**config.mk**
```make
export PLATFORM = sky130hd
export DESIGN_NAME = painterengine_gpu_dma_writer_mc_flat
export DESIGN_NICKNAME = d
export VERILOG_FILES = /design/src/rtl/painterengine_gpu_dma_writer_mc_if.sv /design/src/rtl/painterengine_gpu_dma_writer_mc.sv /design/src/flat_wrapper.sv
export SDC_FILE = /design/constraint.sdc
export NUM_CORES = 1
export LEC_CHECK = 0
export ABC_CLOCK_PERIOD_IN_PS = 8200
export CORE_AREA = 2 2 196 198
export CTS_CLUSTER_SIZE = 20
export DETAILED_ROUTE_END_ITERATION = 12
export DIE_AREA = 0 0 198 200
export SETUP_SLACK_MARGIN = 0.3
export SLEW_MARGIN = 25
export SYNTH_ARGS = -nofsm -noshare
export SYNTH_HDL_FRONTEND = slang
export SYNTH_SLANG_ARGS = --single-unit
```
**constraint.sdc**
```tcl
create_clock -name i_wire_clock -period 8.2 [get_ports i_wire_clock]
set_input_delay 1.64 -clock i_wire_clock [delete_from_list [all_inputs] [get_ports i_wire_clock]]
set_output_delay 1.64 -clock i_wire_clock [all_outputs]
set_load 0.02 [all_outputs]
```
**src/rtl/painterengine_gpu_dma_writer_mc_if.sv**
```systemverilog
// AXI4 write-channel bundle (AW, W, B) between the GPU write DMA and the interconnect.
// Master drives addresses, beats and BREADY; slave drives readies and responses.
interface painterengine_gpu_dma_writer_mc_if #(
    parameter int PARAM_DATA_WIDTH = 32
);
    logic                          o_wire_M_AXI_AWID;
    logic [31:0]                   o_wire_M_AXI_AWADDR;
    logic [7:0]                    o_wire_M_AXI_AWLEN;
    logic [2:0]                    o_wire_M_AXI_AWSIZE;
    logic [1:0]                    o_wire_M_AXI_AWBURST;
    logic                          o_wire_M_AXI_AWLOCK;
    logic [3:0]                    o_wire_M_AXI_AWCACHE;
    logic [2:0]                    o_wire_M_AXI_AWPROT;
    logic [3:0]                    o_wire_M_AXI_AWQOS;
    logic                          o_wire_M_AXI_AWVALID;
    logic                          i_wire_M_AXI_AWREADY;
    logic [PARAM_DATA_WIDTH-1:0]   o_wire_M_AXI_WDATA;
    logic [PARAM_DATA_WIDTH/8-1:0] o_wire_M_AXI_WSTRB;
    logic                          o_wire_M_AXI_WLAST;
    logic                          o_wire_M_AXI_WVALID;
    logic                          i_wire_M_AXI_WREADY;
    logic                          i_wire_M_AXI_BID;
    logic [1:0]                    i_wire_M_AXI_BRESP;
    logic                          i_wire_M_AXI_BVALID;
    logic                          o_wire_M_AXI_BREADY;

    modport master (
        output o_wire_M_AXI_AWID, o_wire_M_AXI_AWADDR, o_wire_M_AXI_AWLEN, o_wire_M_AXI_AWSIZE,
               o_wire_M_AXI_AWBURST, o_wire_M_AXI_AWLOCK, o_wire_M_AXI_AWCACHE, o_wire_M_AXI_AWPROT,
               o_wire_M_AXI_AWQOS, o_wire_M_AXI_AWVALID, o_wire_M_AXI_WDATA, o_wire_M_AXI_WSTRB,
               o_wire_M_AXI_WLAST, o_wire_M_AXI_WVALID, o_wire_M_AXI_BREADY,
        input  i_wire_M_AXI_AWREADY, i_wire_M_AXI_WREADY, i_wire_M_AXI_BID, i_wire_M_AXI_BRESP,
               i_wire_M_AXI_BVALID
    );

    modport slave (
        input  o_wire_M_AXI_AWID, o_wire_M_AXI_AWADDR, o_wire_M_AXI_AWLEN, o_wire_M_AXI_AWSIZE,
               o_wire_M_AXI_AWBURST, o_wire_M_AXI_AWLOCK, o_wire_M_AXI_AWCACHE, o_wire_M_AXI_AWPROT,
               o_wire_M_AXI_AWQOS, o_wire_M_AXI_AWVALID, o_wire_M_AXI_WDATA, o_wire_M_AXI_WSTRB,
               o_wire_M_AXI_WLAST, o_wire_M_AXI_WVALID, o_wire_M_AXI_BREADY,
        output i_wire_M_AXI_AWREADY, i_wire_M_AXI_WREADY, i_wire_M_AXI_BID, i_wire_M_AXI_BRESP,
               i_wire_M_AXI_BVALID
    );
endinterface

```
**src/rtl/painterengine_gpu_dma_writer_mc.sv**
```systemverilog
// Multi-channel AXI4 INCR burst write DMA; bursts split at PARAM_MAX_BURST beats and 4 KB.
// Latency: 3 cycles start->AWVALID; W beats stall on source valid or WREADY, one burst outstanding.
module painterengine_gpu_dma_writer_mc #(
    parameter int PARAM_CHANNELS   = 4,
    parameter int PARAM_DATA_WIDTH = 32,
    parameter int PARAM_MAX_BURST  = 256,
    parameter int PARAM_TIMEOUT    = 256
) (
    input  logic                                   i_wire_clock,
    input  logic                                   i_wire_resetn,
    input  logic                                   i_wire_start,
    input  logic [PARAM_CHANNELS-1:0]              i_wire_router,
    input  logic [32*PARAM_CHANNELS-1:0]           i_wire_address,
    input  logic [32*PARAM_CHANNELS-1:0]           i_wire_length,
    input  logic [PARAM_DATA_WIDTH*PARAM_CHANNELS-1:0] i_wire_data,
    input  logic [PARAM_CHANNELS-1:0]              i_wire_data_valid,
    output logic [PARAM_CHANNELS-1:0]              o_wire_data_next,
    output logic                                   o_wire_busy,
    output logic                                   o_wire_done,
    output logic                                   o_wire_error,
    output logic [2:0]                             o_wire_error_type,
    painterengine_gpu_dma_writer_mc_if.master      m_axi
);
    localparam int BYTES = PARAM_DATA_WIDTH / 8;
    localparam int BL    = $clog2(BYTES);
    localparam int CW    = (PARAM_CHANNELS > 1) ? $clog2(PARAM_CHANNELS) : 1;

    typedef enum logic [2:0] {
        S_IDLE, S_CHECK, S_CALC, S_AW, S_W, S_B, S_DONE, S_ERROR
    } state_t;

    state_t                    r_state, w_next;
    logic [31:0]               r_addr, r_remain;
    logic [CW-1:0]             r_ch, w_sel_idx;
    logic [PARAM_CHANNELS-1:0] r_router;
    logic [8:0]                r_burst, r_beat;
    logic [15:0]               r_tmo;
    logic [2:0]                r_err, w_err_code;

    logic                        w_ch_valid, w_aw_fire, w_w_fire, w_b_fire, w_hs, w_last, w_onehot;
    logic [PARAM_DATA_WIDTH-1:0] w_ch_data;
    logic [12:0]                 w_to4k;
    logic [8:0]                  w_tomax, w_awlen9;
    logic [31:0]                 w_burst_c;
    logic                        w_unused;

    // Lowest set router bit names the channel; a bad router is rejected in CHECK anyway.
    always_comb begin
        w_sel_idx = '0;
        for (int i = PARAM_CHANNELS - 1; i >= 0; i--)
            if (i_wire_router[i]) w_sel_idx = CW'(i);
    end

    assign w_ch_valid = i_wire_data_valid[r_ch];
    assign w_ch_data  = i_wire_data[r_ch*PARAM_DATA_WIDTH +: PARAM_DATA_WIDTH];
    assign w_aw_fire  = (r_state == S_AW) && m_axi.i_wire_M_AXI_AWREADY;
    assign w_w_fire   = (r_state == S_W) && w_ch_valid && m_axi.i_wire_M_AXI_WREADY;
    assign w_b_fire   = (r_state == S_B) && m_axi.i_wire_M_AXI_BVALID;
    assign w_hs       = w_aw_fire || w_w_fire || w_b_fire;
    assign w_last     = (r_beat == r_burst - 9'd1);
    assign w_onehot   = (r_router != '0) && ((r_router & (r_router - 1'b1)) == '0);
    assign w_awlen9   = r_burst - 9'd1;
    assign w_unused   = ^{m_axi.i_wire_M_AXI_BID, m_axi.i_wire_M_AXI_BRESP[0]};

    assign w_to4k  = (13'd4096 - {1'b0, r_addr[11:0]}) >> BL;
    assign w_tomax = 9'(PARAM_MAX_BURST) - 9'((r_addr >> BL) & 32'(PARAM_MAX_BURST - 1));

    always_comb begin
        w_burst_c = r_remain;
        if (32'(w_to4k) < w_burst_c)  w_burst_c = 32'(w_to4k);
        if (32'(w_tomax) < w_burst_c) w_burst_c = 32'(w_tomax);
    end

    always_ff @(posedge i_wire_clock or negedge i_wire_resetn) begin
        if (!i_wire_resetn) r_state <= S_IDLE;
        else                r_state <= w_next;
    end

    always_comb begin
        w_next     = r_state;
        w_err_code = 3'd0;
        case (r_state)
            S_IDLE:  if (i_wire_start) w_next = S_CHECK;
            S_CHECK: begin
                if (!w_onehot)                     begin w_next = S_ERROR; w_err_code = 3'd1; end
                else if (r_addr[BL-1:0] != '0)     begin w_next = S_ERROR; w_err_code = 3'd2; end
                else if (r_remain == 32'd0)        begin w_next = S_ERROR; w_err_code = 3'd3; end
                else                               w_next = S_CALC;
            end
            S_CALC:  w_next = S_AW;
            S_AW:    if (w_aw_fire) w_next = S_W;
            S_W:     if (w_w_fire && w_last) w_next = S_B;
            S_B: begin
                if (w_b_fire) begin
                    if (m_axi.i_wire_M_AXI_BRESP[1]) begin w_next = S_ERROR; w_err_code = 3'd4; end
                    else if (r_remain == 32'd0)      w_next = S_DONE;
                    else                             w_next = S_CALC;
                end
            end
            S_DONE, S_ERROR: if (!i_wire_start) w_next = S_IDLE;
            default: w_next = S_IDLE;
        endcase
        if ((r_state inside {S_AW, S_W, S_B}) && !w_hs && (r_tmo == 16'(PARAM_TIMEOUT - 1))) begin
            w_next     = S_ERROR;
            w_err_code = 3'd5;
        end
    end

    always_ff @(posedge i_wire_clock or negedge i_wire_resetn) begin
        if (!i_wire_resetn) begin
            r_addr   <= '0;
            r_remain <= '0;
            r_ch     <= '0;
            r_router <= '0;
            r_burst  <= '0;
            r_beat   <= '0;
            r_tmo    <= '0;
            r_err    <= '0;
        end else begin
            case (r_state)
                S_IDLE: if (i_wire_start) begin
                    r_addr   <= i_wire_address[w_sel_idx*32 +: 32];
                    r_remain <= i_wire_length[w_sel_idx*32 +: 32];
                    r_ch     <= w_sel_idx;
                    r_router <= i_wire_router;
                end
                S_CALC: r_burst <= w_burst_c[8:0];
                S_AW:   if (w_aw_fire) r_beat <= '0;
                S_W:    if (w_w_fire) begin
                    r_beat <= r_beat + 9'd1;
                    if (w_last) begin
                        r_addr   <= r_addr + (32'(r_burst) << BL);
                        r_remain <= r_remain - 32'(r_burst);
                    end
                end
                default: ;
            endcase
            // Stall counter restarts on every handshake and every state change.
            if ((r_state != w_next) || w_hs || !(r_state inside {S_AW, S_W, S_B})) r_tmo <= '0;
            else                                                                 r_tmo <= r_tmo + 16'd1;
            if ((w_next == S_ERROR) && (r_state != S_ERROR)) r_err <= w_err_code;
            else if ((r_state == S_ERROR) && !i_wire_start)  r_err <= '0;
        end
    end

    // AW attributes are only driven while AWVALID is up so every output is 0 when idle.
    assign m_axi.o_wire_M_AXI_AWVALID = (r_state == S_AW);
    assign m_axi.o_wire_M_AXI_AWADDR  = m_axi.o_wire_M_AXI_AWVALID ? r_addr : '0;
    assign m_axi.o_wire_M_AXI_AWLEN   = m_axi.o_wire_M_AXI_AWVALID ? w_awlen9[7:0] : '0;
    assign m_axi.o_wire_M_AXI_AWSIZE  = m_axi.o_wire_M_AXI_AWVALID ? 3'(BL) : '0;
    assign m_axi.o_wire_M_AXI_AWBURST = m_axi.o_wire_M_AXI_AWVALID ? 2'b01 : '0;
    assign m_axi.o_wire_M_AXI_AWCACHE = m_axi.o_wire_M_AXI_AWVALID ? 4'b0010 : '0;
    assign m_axi.o_wire_M_AXI_AWID    = 1'b0;
    assign m_axi.o_wire_M_AXI_AWLOCK  = 1'b0;
    assign m_axi.o_wire_M_AXI_AWPROT  = 3'd0;
    assign m_axi.o_wire_M_AXI_AWQOS   = 4'd0;
    assign m_axi.o_wire_M_AXI_WVALID  = (r_state == S_W) && w_ch_valid;
    assign m_axi.o_wire_M_AXI_WDATA   = (r_state == S_W) ? w_ch_data : '0;
    assign m_axi.o_wire_M_AXI_WSTRB   = (r_state == S_W) ? '1 : '0;
    assign m_axi.o_wire_M_AXI_WLAST   = (r_state == S_W) && w_last;
    assign m_axi.o_wire_M_AXI_BREADY  = (r_state == S_B);

    assign o_wire_data_next  = w_w_fire ? (PARAM_CHANNELS'(1) << r_ch) : '0;
    assign o_wire_busy       = !(r_state inside {S_IDLE, S_DONE, S_ERROR});
    assign o_wire_done       = (r_state == S_DONE);
    assign o_wire_error      = (r_state == S_ERROR);
    assign o_wire_error_type = r_err;
endmodule

```
**src/flat_wrapper.sv**
```systemverilog
// flat-port wrapper written by rule: the top's interface ports become plain ports
module painterengine_gpu_dma_writer_mc_flat 
#(
    parameter int PARAM_CHANNELS   = 4,
    parameter int PARAM_DATA_WIDTH = 32,
    parameter int PARAM_MAX_BURST  = 256,
    parameter int PARAM_TIMEOUT    = 256
)
  (i_wire_clock, i_wire_resetn, i_wire_start, i_wire_router, i_wire_address, i_wire_length, i_wire_data, i_wire_data_valid, o_wire_data_next, o_wire_busy, o_wire_done, o_wire_error, o_wire_error_type, m_axi_o_wire_M_AXI_AWID, m_axi_o_wire_M_AXI_AWADDR, m_axi_o_wire_M_AXI_AWLEN, m_axi_o_wire_M_AXI_AWSIZE, m_axi_o_wire_M_AXI_AWBURST, m_axi_o_wire_M_AXI_AWLOCK, m_axi_o_wire_M_AXI_AWCACHE, m_axi_o_wire_M_AXI_AWPROT, m_axi_o_wire_M_AXI_AWQOS, m_axi_o_wire_M_AXI_AWVALID, m_axi_o_wire_M_AXI_WDATA, m_axi_o_wire_M_AXI_WSTRB, m_axi_o_wire_M_AXI_WLAST, m_axi_o_wire_M_AXI_WVALID, m_axi_o_wire_M_AXI_BREADY, m_axi_i_wire_M_AXI_AWREADY, m_axi_i_wire_M_AXI_WREADY, m_axi_i_wire_M_AXI_BID, m_axi_i_wire_M_AXI_BRESP, m_axi_i_wire_M_AXI_BVALID);
  painterengine_gpu_dma_writer_mc_if #(.PARAM_DATA_WIDTH(PARAM_DATA_WIDTH)) m_axi_i ();
  input  logic i_wire_clock;
  input  logic i_wire_resetn;
  input  logic i_wire_start;
  input  logic [PARAM_CHANNELS-1:0] i_wire_router;
  input  logic [32*PARAM_CHANNELS-1:0] i_wire_address;
  input  logic [32*PARAM_CHANNELS-1:0] i_wire_length;
  input  logic [PARAM_DATA_WIDTH*PARAM_CHANNELS-1:0] i_wire_data;
  input  logic [PARAM_CHANNELS-1:0] i_wire_data_valid;
  output logic [PARAM_CHANNELS-1:0] o_wire_data_next;
  output logic o_wire_busy;
  output logic o_wire_done;
  output logic o_wire_error;
  output logic [2:0] o_wire_error_type;
  output wire logic [$bits(m_axi_i.o_wire_M_AXI_AWID)-1:0] m_axi_o_wire_M_AXI_AWID;
  output wire logic [$bits(m_axi_i.o_wire_M_AXI_AWADDR)-1:0] m_axi_o_wire_M_AXI_AWADDR;
  output wire logic [$bits(m_axi_i.o_wire_M_AXI_AWLEN)-1:0] m_axi_o_wire_M_AXI_AWLEN;
  output wire logic [$bits(m_axi_i.o_wire_M_AXI_AWSIZE)-1:0] m_axi_o_wire_M_AXI_AWSIZE;
  output wire logic [$bits(m_axi_i.o_wire_M_AXI_AWBURST)-1:0] m_axi_o_wire_M_AXI_AWBURST;
  output wire logic [$bits(m_axi_i.o_wire_M_AXI_AWLOCK)-1:0] m_axi_o_wire_M_AXI_AWLOCK;
  output wire logic [$bits(m_axi_i.o_wire_M_AXI_AWCACHE)-1:0] m_axi_o_wire_M_AXI_AWCACHE;
  output wire logic [$bits(m_axi_i.o_wire_M_AXI_AWPROT)-1:0] m_axi_o_wire_M_AXI_AWPROT;
  output wire logic [$bits(m_axi_i.o_wire_M_AXI_AWQOS)-1:0] m_axi_o_wire_M_AXI_AWQOS;
  output wire logic [$bits(m_axi_i.o_wire_M_AXI_AWVALID)-1:0] m_axi_o_wire_M_AXI_AWVALID;
  output wire logic [$bits(m_axi_i.o_wire_M_AXI_WDATA)-1:0] m_axi_o_wire_M_AXI_WDATA;
  output wire logic [$bits(m_axi_i.o_wire_M_AXI_WSTRB)-1:0] m_axi_o_wire_M_AXI_WSTRB;
  output wire logic [$bits(m_axi_i.o_wire_M_AXI_WLAST)-1:0] m_axi_o_wire_M_AXI_WLAST;
  output wire logic [$bits(m_axi_i.o_wire_M_AXI_WVALID)-1:0] m_axi_o_wire_M_AXI_WVALID;
  output wire logic [$bits(m_axi_i.o_wire_M_AXI_BREADY)-1:0] m_axi_o_wire_M_AXI_BREADY;
  input wire logic [$bits(m_axi_i.i_wire_M_AXI_AWREADY)-1:0] m_axi_i_wire_M_AXI_AWREADY;
  input wire logic [$bits(m_axi_i.i_wire_M_AXI_WREADY)-1:0] m_axi_i_wire_M_AXI_WREADY;
  input wire logic [$bits(m_axi_i.i_wire_M_AXI_BID)-1:0] m_axi_i_wire_M_AXI_BID;
  input wire logic [$bits(m_axi_i.i_wire_M_AXI_BRESP)-1:0] m_axi_i_wire_M_AXI_BRESP;
  input wire logic [$bits(m_axi_i.i_wire_M_AXI_BVALID)-1:0] m_axi_i_wire_M_AXI_BVALID;
  assign m_axi_o_wire_M_AXI_AWID = m_axi_i.o_wire_M_AXI_AWID;
  assign m_axi_o_wire_M_AXI_AWADDR = m_axi_i.o_wire_M_AXI_AWADDR;
  assign m_axi_o_wire_M_AXI_AWLEN = m_axi_i.o_wire_M_AXI_AWLEN;
  assign m_axi_o_wire_M_AXI_AWSIZE = m_axi_i.o_wire_M_AXI_AWSIZE;
  assign m_axi_o_wire_M_AXI_AWBURST = m_axi_i.o_wire_M_AXI_AWBURST;
  assign m_axi_o_wire_M_AXI_AWLOCK = m_axi_i.o_wire_M_AXI_AWLOCK;
  assign m_axi_o_wire_M_AXI_AWCACHE = m_axi_i.o_wire_M_AXI_AWCACHE;
  assign m_axi_o_wire_M_AXI_AWPROT = m_axi_i.o_wire_M_AXI_AWPROT;
  assign m_axi_o_wire_M_AXI_AWQOS = m_axi_i.o_wire_M_AXI_AWQOS;
  assign m_axi_o_wire_M_AXI_AWVALID = m_axi_i.o_wire_M_AXI_AWVALID;
  assign m_axi_o_wire_M_AXI_WDATA = m_axi_i.o_wire_M_AXI_WDATA;
  assign m_axi_o_wire_M_AXI_WSTRB = m_axi_i.o_wire_M_AXI_WSTRB;
  assign m_axi_o_wire_M_AXI_WLAST = m_axi_i.o_wire_M_AXI_WLAST;
  assign m_axi_o_wire_M_AXI_WVALID = m_axi_i.o_wire_M_AXI_WVALID;
  assign m_axi_o_wire_M_AXI_BREADY = m_axi_i.o_wire_M_AXI_BREADY;
  assign m_axi_i.i_wire_M_AXI_AWREADY = m_axi_i_wire_M_AXI_AWREADY;
  assign m_axi_i.i_wire_M_AXI_WREADY = m_axi_i_wire_M_AXI_WREADY;
  assign m_axi_i.i_wire_M_AXI_BID = m_axi_i_wire_M_AXI_BID;
  assign m_axi_i.i_wire_M_AXI_BRESP = m_axi_i_wire_M_AXI_BRESP;
  assign m_axi_i.i_wire_M_AXI_BVALID = m_axi_i_wire_M_AXI_BVALID;
  painterengine_gpu_dma_writer_mc #(.PARAM_CHANNELS(PARAM_CHANNELS), .PARAM_DATA_WIDTH(PARAM_DATA_WIDTH), .PARAM_MAX_BURST(PARAM_MAX_BURST), .PARAM_TIMEOUT(PARAM_TIMEOUT)) u_core (.i_wire_clock(i_wire_clock), .i_wire_resetn(i_wire_resetn), .i_wire_start(i_wire_start), .i_wire_router(i_wire_router), .i_wire_address(i_wire_address), .i_wire_length(i_wire_length), .i_wire_data(i_wire_data), .i_wire_data_valid(i_wire_data_valid), .o_wire_data_next(o_wire_data_next), .o_wire_busy(o_wire_busy), .o_wire_done(o_wire_done), .o_wire_error(o_wire_error), .o_wire_error_type(o_wire_error_type), .m_axi(m_axi_i));
endmodule
```
Yosys cells after proc, flatten, opt, wreduce, memory -nomap -nowiden
Cells that the tools add are included.
{"block": "classes", "addsub": 8, "n_lt_le_gt_ge": 3, "eq_ne": 16, "n_shift": 4, "mux": 49, "bitwise_logic": 1, "n_reduce_logical": 33}
{"cell": "$shiftx A128 B8 Y32", "count": 3}
{"cell": "$mux W32", "count": 9}
{"cell": "$pmux W32 S2", "count": 2}
{"cell": "$mux W3", "count": 18}
{"cell": "$add A32 B11 Y32", "count": 1}
{"cell": "$logic_not A32 Y1", "count": 1}
{"cell": "$lt A11 B32 Y1", "count": 1}
{"cell": "$lt A9 B32 Y1", "count": 1}
{"cell": "$sub A32 B9 Y32", "count": 1}
{"cell": "$mux W9", "count": 3}
{"cell": "$pmux W3 S7", "count": 1}
{"cell": "$pmux W9 S2", "count": 1}
{"cell": "$add A16 B1 Y16 const B", "count": 1}
{"cell": "$eq A16 B8 Y1 const B", "count": 1}
{"cell": "$mux W16", "count": 1}
{"cell": "$eq A3 B3 Y1 const B", "count": 5}
{"cell": "$mux W2", "count": 7}
{"cell": "$sub A13 B12 Y13 const A", "count": 1}
{"cell": "$logic_and A1 B1 Y1", "count": 11}
{"cell": "$add A9 B1 Y9 const B", "count": 1}
{"cell": "$eq A9 B9 Y1", "count": 1}
{"cell": "$sub A9 B1 Y9 const B", "count": 1}
{"cell": "$sub A9 B8 Y9 const A", "count": 1}
{"cell": "$mux W4", "count": 2}
{"cell": "other kinds (25)", "count": 39}
{"block": "word_totals", "ff_bits": 110, "in_bits": 401, "out_inout_bits": 108, "elab_cells": 123}

Depth between registers and ports, before layout
{"block": "logic_depth", "word_depth": 14, "mapped_depth": 23, "depth_no_buf": 20}

Worst setup path before layout
Ideal clock, no wire load.
{"block": "synth_path", "path_kind": "register to register", "from": "register u_core.r_addr[2]", "to": "register u_core.r_burst[8]", "setup_time_ps": 126, "arrival_time_ps": 4684, "required_ps": 8074, "slack_ps": 3390, "path_stages_with_launch": 24, "n_path_buf": 3, "synth_period_minus_slack_ps": 4810, "path_cell_list": "dfrtp_1 > clkbuf_1 > inv_1 > ha_1 > nor3b_1 > and3_1 > nand2_1 > xor2_1 > ha_1 > a21o_1 > a211o_1 > a211oi_1 > nor3_1 > buf_4 > mux2i_1 > ha_1 > a21oi_1 > o21ai_0 > a221oi_1 > nor3_1 > mux2i_1 > buf_2 > nor3_1 > a311o_1"}
{"block": "synth_between", "elab_chain_len": 5, "elab_cells_between_ends": 6, "cone_classes": "add/sub: 2; order compare: 2; mux: 2"}
{"item": "from (decl)", "line_no": "painterengine_gpu_dma_writer_mc.sv:33", "source": "logic [31:0] r_addr, r_remain;"}
{"item": "from (signal assigned)", "line_no": "painterengine_gpu_dma_writer_mc.sv:122", "source": "r_addr <= i_wire_address[w_sel_idx*32 +: 32];"}
{"item": "from (signal assigned)", "line_no": "painterengine_gpu_dma_writer_mc.sv:132", "source": "r_addr <= r_addr + (32'(r_burst) << BL);"}
{"item": "$sub A13 B12 Y13", "line_no": "painterengine_gpu_dma_writer_mc.sv:65", "source": "assign w_to4k = (13'd4096 - {1'b0, r_addr[11:0]}) >> BL;"}
{"item": "$lt A11 B32 Y1", "line_no": "painterengine_gpu_dma_writer_mc.sv:70", "source": "if (32'(w_to4k) < w_burst_c) w_burst_c = 32'(w_to4k);"}
{"item": "$mux W32", "line_no": "painterengine_gpu_dma_writer_mc.sv:70"}
{"item": "$lt A9 B32 Y1", "line_no": "painterengine_gpu_dma_writer_mc.sv:71", "source": "if (32'(w_tomax) < w_burst_c) w_burst_c = 32'(w_tomax);"}
{"item": "$mux W9 (*)", "line_no": "painterengine_gpu_dma_writer_mc.sv:71"}
{"item": "to (signal assigned)", "line_no": "painterengine_gpu_dma_writer_mc.sv:127", "source": "S_CALC: r_burst <= w_burst_c[8:0];"}
{"item": "to (decl)", "line_no": "painterengine_gpu_dma_writer_mc.sv:36", "source": "logic [8:0] r_burst, r_beat;"}
Every way passes the cells marked *; elsewhere a longest branch is shown, timed or not.
A chain may end at the register's enable or synchronous reset.

Worst setup path in the final report
{"block": "layout_path", "from": "register u_core.r_addr[3]", "to": "register u_core.r_burst[1]"}
Same word-level chain as after synthesis.

==> key figures <==
Run status
  • Status: finished, final reports clean

Finish
  • Finished Layout Cells: ~2100
  • Antenna diode count: 0
  • Area Growth Syn to Fin: 49.4%
  • Share of layout cells above drive strength 1: 9.80%
  • Fin nets: about 2100
  • Most common cell after layout, fill and taps aside: clkdlybuf4s50_1
  • Most frequent cells in the layout: clkdlybuf4s50_1, dfrtp_1, nor2_1, mux4_2, a21oi_1

Setup path
  • Slowest cell on crit path: nor3b_1
  • R2R depth: 22
  • Critical Path End: u_core.r_burst[1]$_DFFE_PN0P_
  • CP endpoint kind: flop
  • Critical path startpoint: u_core.r_addr[3]$_DFFE_PN0P_
  • Launch point of the worst reg-to-reg path: u_core.r_addr[3]$_DFFE_PN0P_
  • Worst path bufs/invs: 3
  • Critical path's largest stage delay: between 700 and 800 ps
  • R2r endpoint: u_core.r_burst[1]$_DFFE_PN0P_
  • Worst path cell trace: inv_1 > ha_1 > nor3b_1 > and3_1 > nand2_1 > xor2_1 > ha_1 > a21o_1 > a211o_1 > a211oi_1 > nor3_1 > buf_4 > mux2i_1 > ha_1 > a21oi_1 > o21ai_0 > a221oi_1 > nor3_1 > mux2i_1 > buf_4 > nor3_1 > a311o_1
  • Crit path DAT: between 5000 and 6000 ps
  • WS Path Type: flop to flop
  • Number of cells on the critical path: 22
  • Worst setup SP type: flop
  • Largest delay contributor family on the critical path: compound AO/OA/AOI/OAI gates
  • Worst Path Required: around 8400 ps
  • CP max FO: 17
  • Flop2flop setup slack: roughly 2700 ps

Clock network
  • Resized cells post-CTS: 0
  • # Post-CTS Setup Buffers: 0
  • # clock sinks: 110
  • Num CTS Buffers: 9
  • Clock root buffer: clkbuf_16
  • CTS Hold Bufs: 0
  • H-tree levels: 3
  • Clock latency on the worst-skew pair: roughly 360 ps
  • CTS tree: yes
  • Clk buf depth: 2
  • Clock transition at path regs: around 80 ps

Power
  • P_leak: between 6 and 7 nW
  • Max rail drop VDD: 0.149 mV
  • PwrDens: about 280 nW/um2

STA
  • Fin. Hold Viols: 0
  • Layout Skew: about 15 ps
  • Final number of setup-violating endpoints: 0
  • Least-Margin Pin Slew: approximately 1000 ps
  • RSZ-0062 raised after global routing: no
  • Setup TNS: 0 ps
  • Worst slew margin: between 30% and 40%
  • Minimum clock period: ~5500 ps
  • Final worst-path cycle share: between 60% and 70%
  • Fmax: between 150 and 200 MHz
  • Final Max Tran Viols: 0

Route
  • Met3 WL post-DR: around 2800 um
  • Met2 Routed Length: around 22000 um
  • Highest metal used: met5
  • M1 WL: about 20000 um
  • Drt first-iter violations: around 800
  • ANT nets after route: 0
  • DRT Pass-1 Iters: 5
  • DR WL/cell: ~21 um
  • DRC: 0
  • Drt total wl: around 46000 um
  • Post-DR vias/cell: between 5 and 6
  • Vias post-DR: about 12000

GRT
  • Largest net degree at the start of global routing: just under 80
  • Vias in the first global route: approximately 12000
  • GRT Util Overall: between 20% and 30%
  • Initial antenna violation count: 1
  • First-pass GRT wire length: 69300 um
  • Grt total ovfl: 0

Hold path
  • Hold Crit Class: flop to flop

Floorplan
  • Core Rows: ~70
  • Die W: between 150 and 200 um
  • Die area: 39600 um2
  • Core ar.: approximately 37000 um2
  • Initial Util: between 20 and 30%
  • Io pins: 509
  • Die Height: 200 um

Placed design
  • Final HPWL DP: 36400 um
  • Placer Congestion: around 0.9
  • Placed instance count: 2127
  • Port Buf Inserts: 491

Flow run
  • Max-cap violations: 0

Synthesis
  • Avg Cell Area, Syn: slightly above 9 um2
  • Synth warn: 0
  • Async S/R FF share, synth: 100%
  • Yosys cell types: 70
  • Synth Cell Area: about 11000 um2
  • Synth Flop Type: dfrtp_1
  • Post-synthesis sequential area ratio: 24.6%
  • Cell count after synthesis: between 1000 and 1500
  • Synth Register Bits: 110
  • Number of flops mapped to enable cells by yosys: 0
[synth_stat cells (all sizes together) (20+ instances only)]
library cell  instances  area (um2)
clkbuf               56         210
and3                 21         131
and2                 69         432
nor3                 40         200
nand3                44         220
a31oi                25         156
nor2                105         394
xnor2                22         193
o22a                 22         193
mux4                 97        2180
ha                   41         513
nand2                69         262
buf                  59         323
xor2                 32         280
a21oi                71         355
o21ai                40         200
dfrtp               110        2750
inv                  40         150
mux2i                20         200
[worst min-delay path by stage]
stage	from	to	slack, ps	cells after the start
3_5_place_dp	u_core.r_tmo[0]$_DFF_PN0_	u_core.r_tmo[0]$_DFF_PN0_	480	1
3_3_place_gp	u_core.r_tmo[0]$_DFF_PN0_	u_core.r_tmo[0]$_DFF_PN0_	470	1
4_1_cts	u_core.r_tmo[0]$_DFF_PN0_	u_core.r_tmo[0]$_DFF_PN0_	490	1
2_1_floorplan	u_core.r_tmo[0]$_DFF_PN0_	u_core.r_tmo[0]$_DFF_PN0_	450	1
5_1_grt	u_core.r_tmo[0]$_DFF_PN0_	u_core.r_tmo[0]$_DFF_PN0_	510	1
6_report	u_core.r_tmo[0]$_DFF_PN0_	u_core.r_tmo[0]$_DFF_PN0_	480	1
[cells by family (layout without fill, tap and decap cells)]
logic type | Yosys count | count (layout) | synth area share [%]
muxes | 134 | 134 | 23.0
DFF | 110 | 110 | 24.6
xor gates and xnor gates | 54 | 54 | 4.23
other | 1 | 15 | 0.0335
AOI/OAI and AO/OA | 287 | 287 | 17.8
and+or+nand+nor | 424 | 424 | 19.2
adders and majority gates | 43 | 43 | 4.94
buffers and inverters | 156 | 565 | 6.14
[stage by stage]
stage               cell area [um2]  util (%)  total power, mW  setup WS (ps)  hold slack [ps]
floorplan                     11200         -             3.06           3390              448
global placement              16400      43.9             4.10           2750              475
detailed placement            16400      43.9             4.14           2730              480
CTS                           16700      44.7             4.60           2730              489
global route                  16700      44.7             4.98           2290              507
finish                        16700      44.7             4.60           2660              482
[per-layer routing]
layer | vias to the layer above | global-route usage (%)
met4 | 2 | 3.54
met5 | - | 0
met2 | 427 | 38.8
met3 | 23 | 4.08
li1 | 5389 | -
met1 | 5738 | 30.7
[where the power goes]
group          switching [mW]  internal (mW)
clock                   0.232          0.213
sequential              0.351          0.756
combinational            1.64           1.41
total                    2.23           2.38
[sequential cells by signal, indices dropped and copies added (netlist names)]
name and cells:
u_core.r_addr 32, u_core.r_remain 32, u_core.r_tmo 16, u_core.r_beat 9, u_core.r_burst 9, u_core.r_router 4
u_core.o_wire_error_type 3, u_core.r_state 3, u_core.r_ch 2
[cell type report]
cell class / instances / area [um2]
tap: 511 / 639
sequential: 110 / 2750
clock inverter: 6 / 51.3
timing repair buffer: 508 / 5050
multi-input combinational: 957 / 7840
clock buffer: 10 / 229
inverter: 41 / 155
fill: 3677 / 20700
Note: power is estimated with default switching activity, not from simulation.
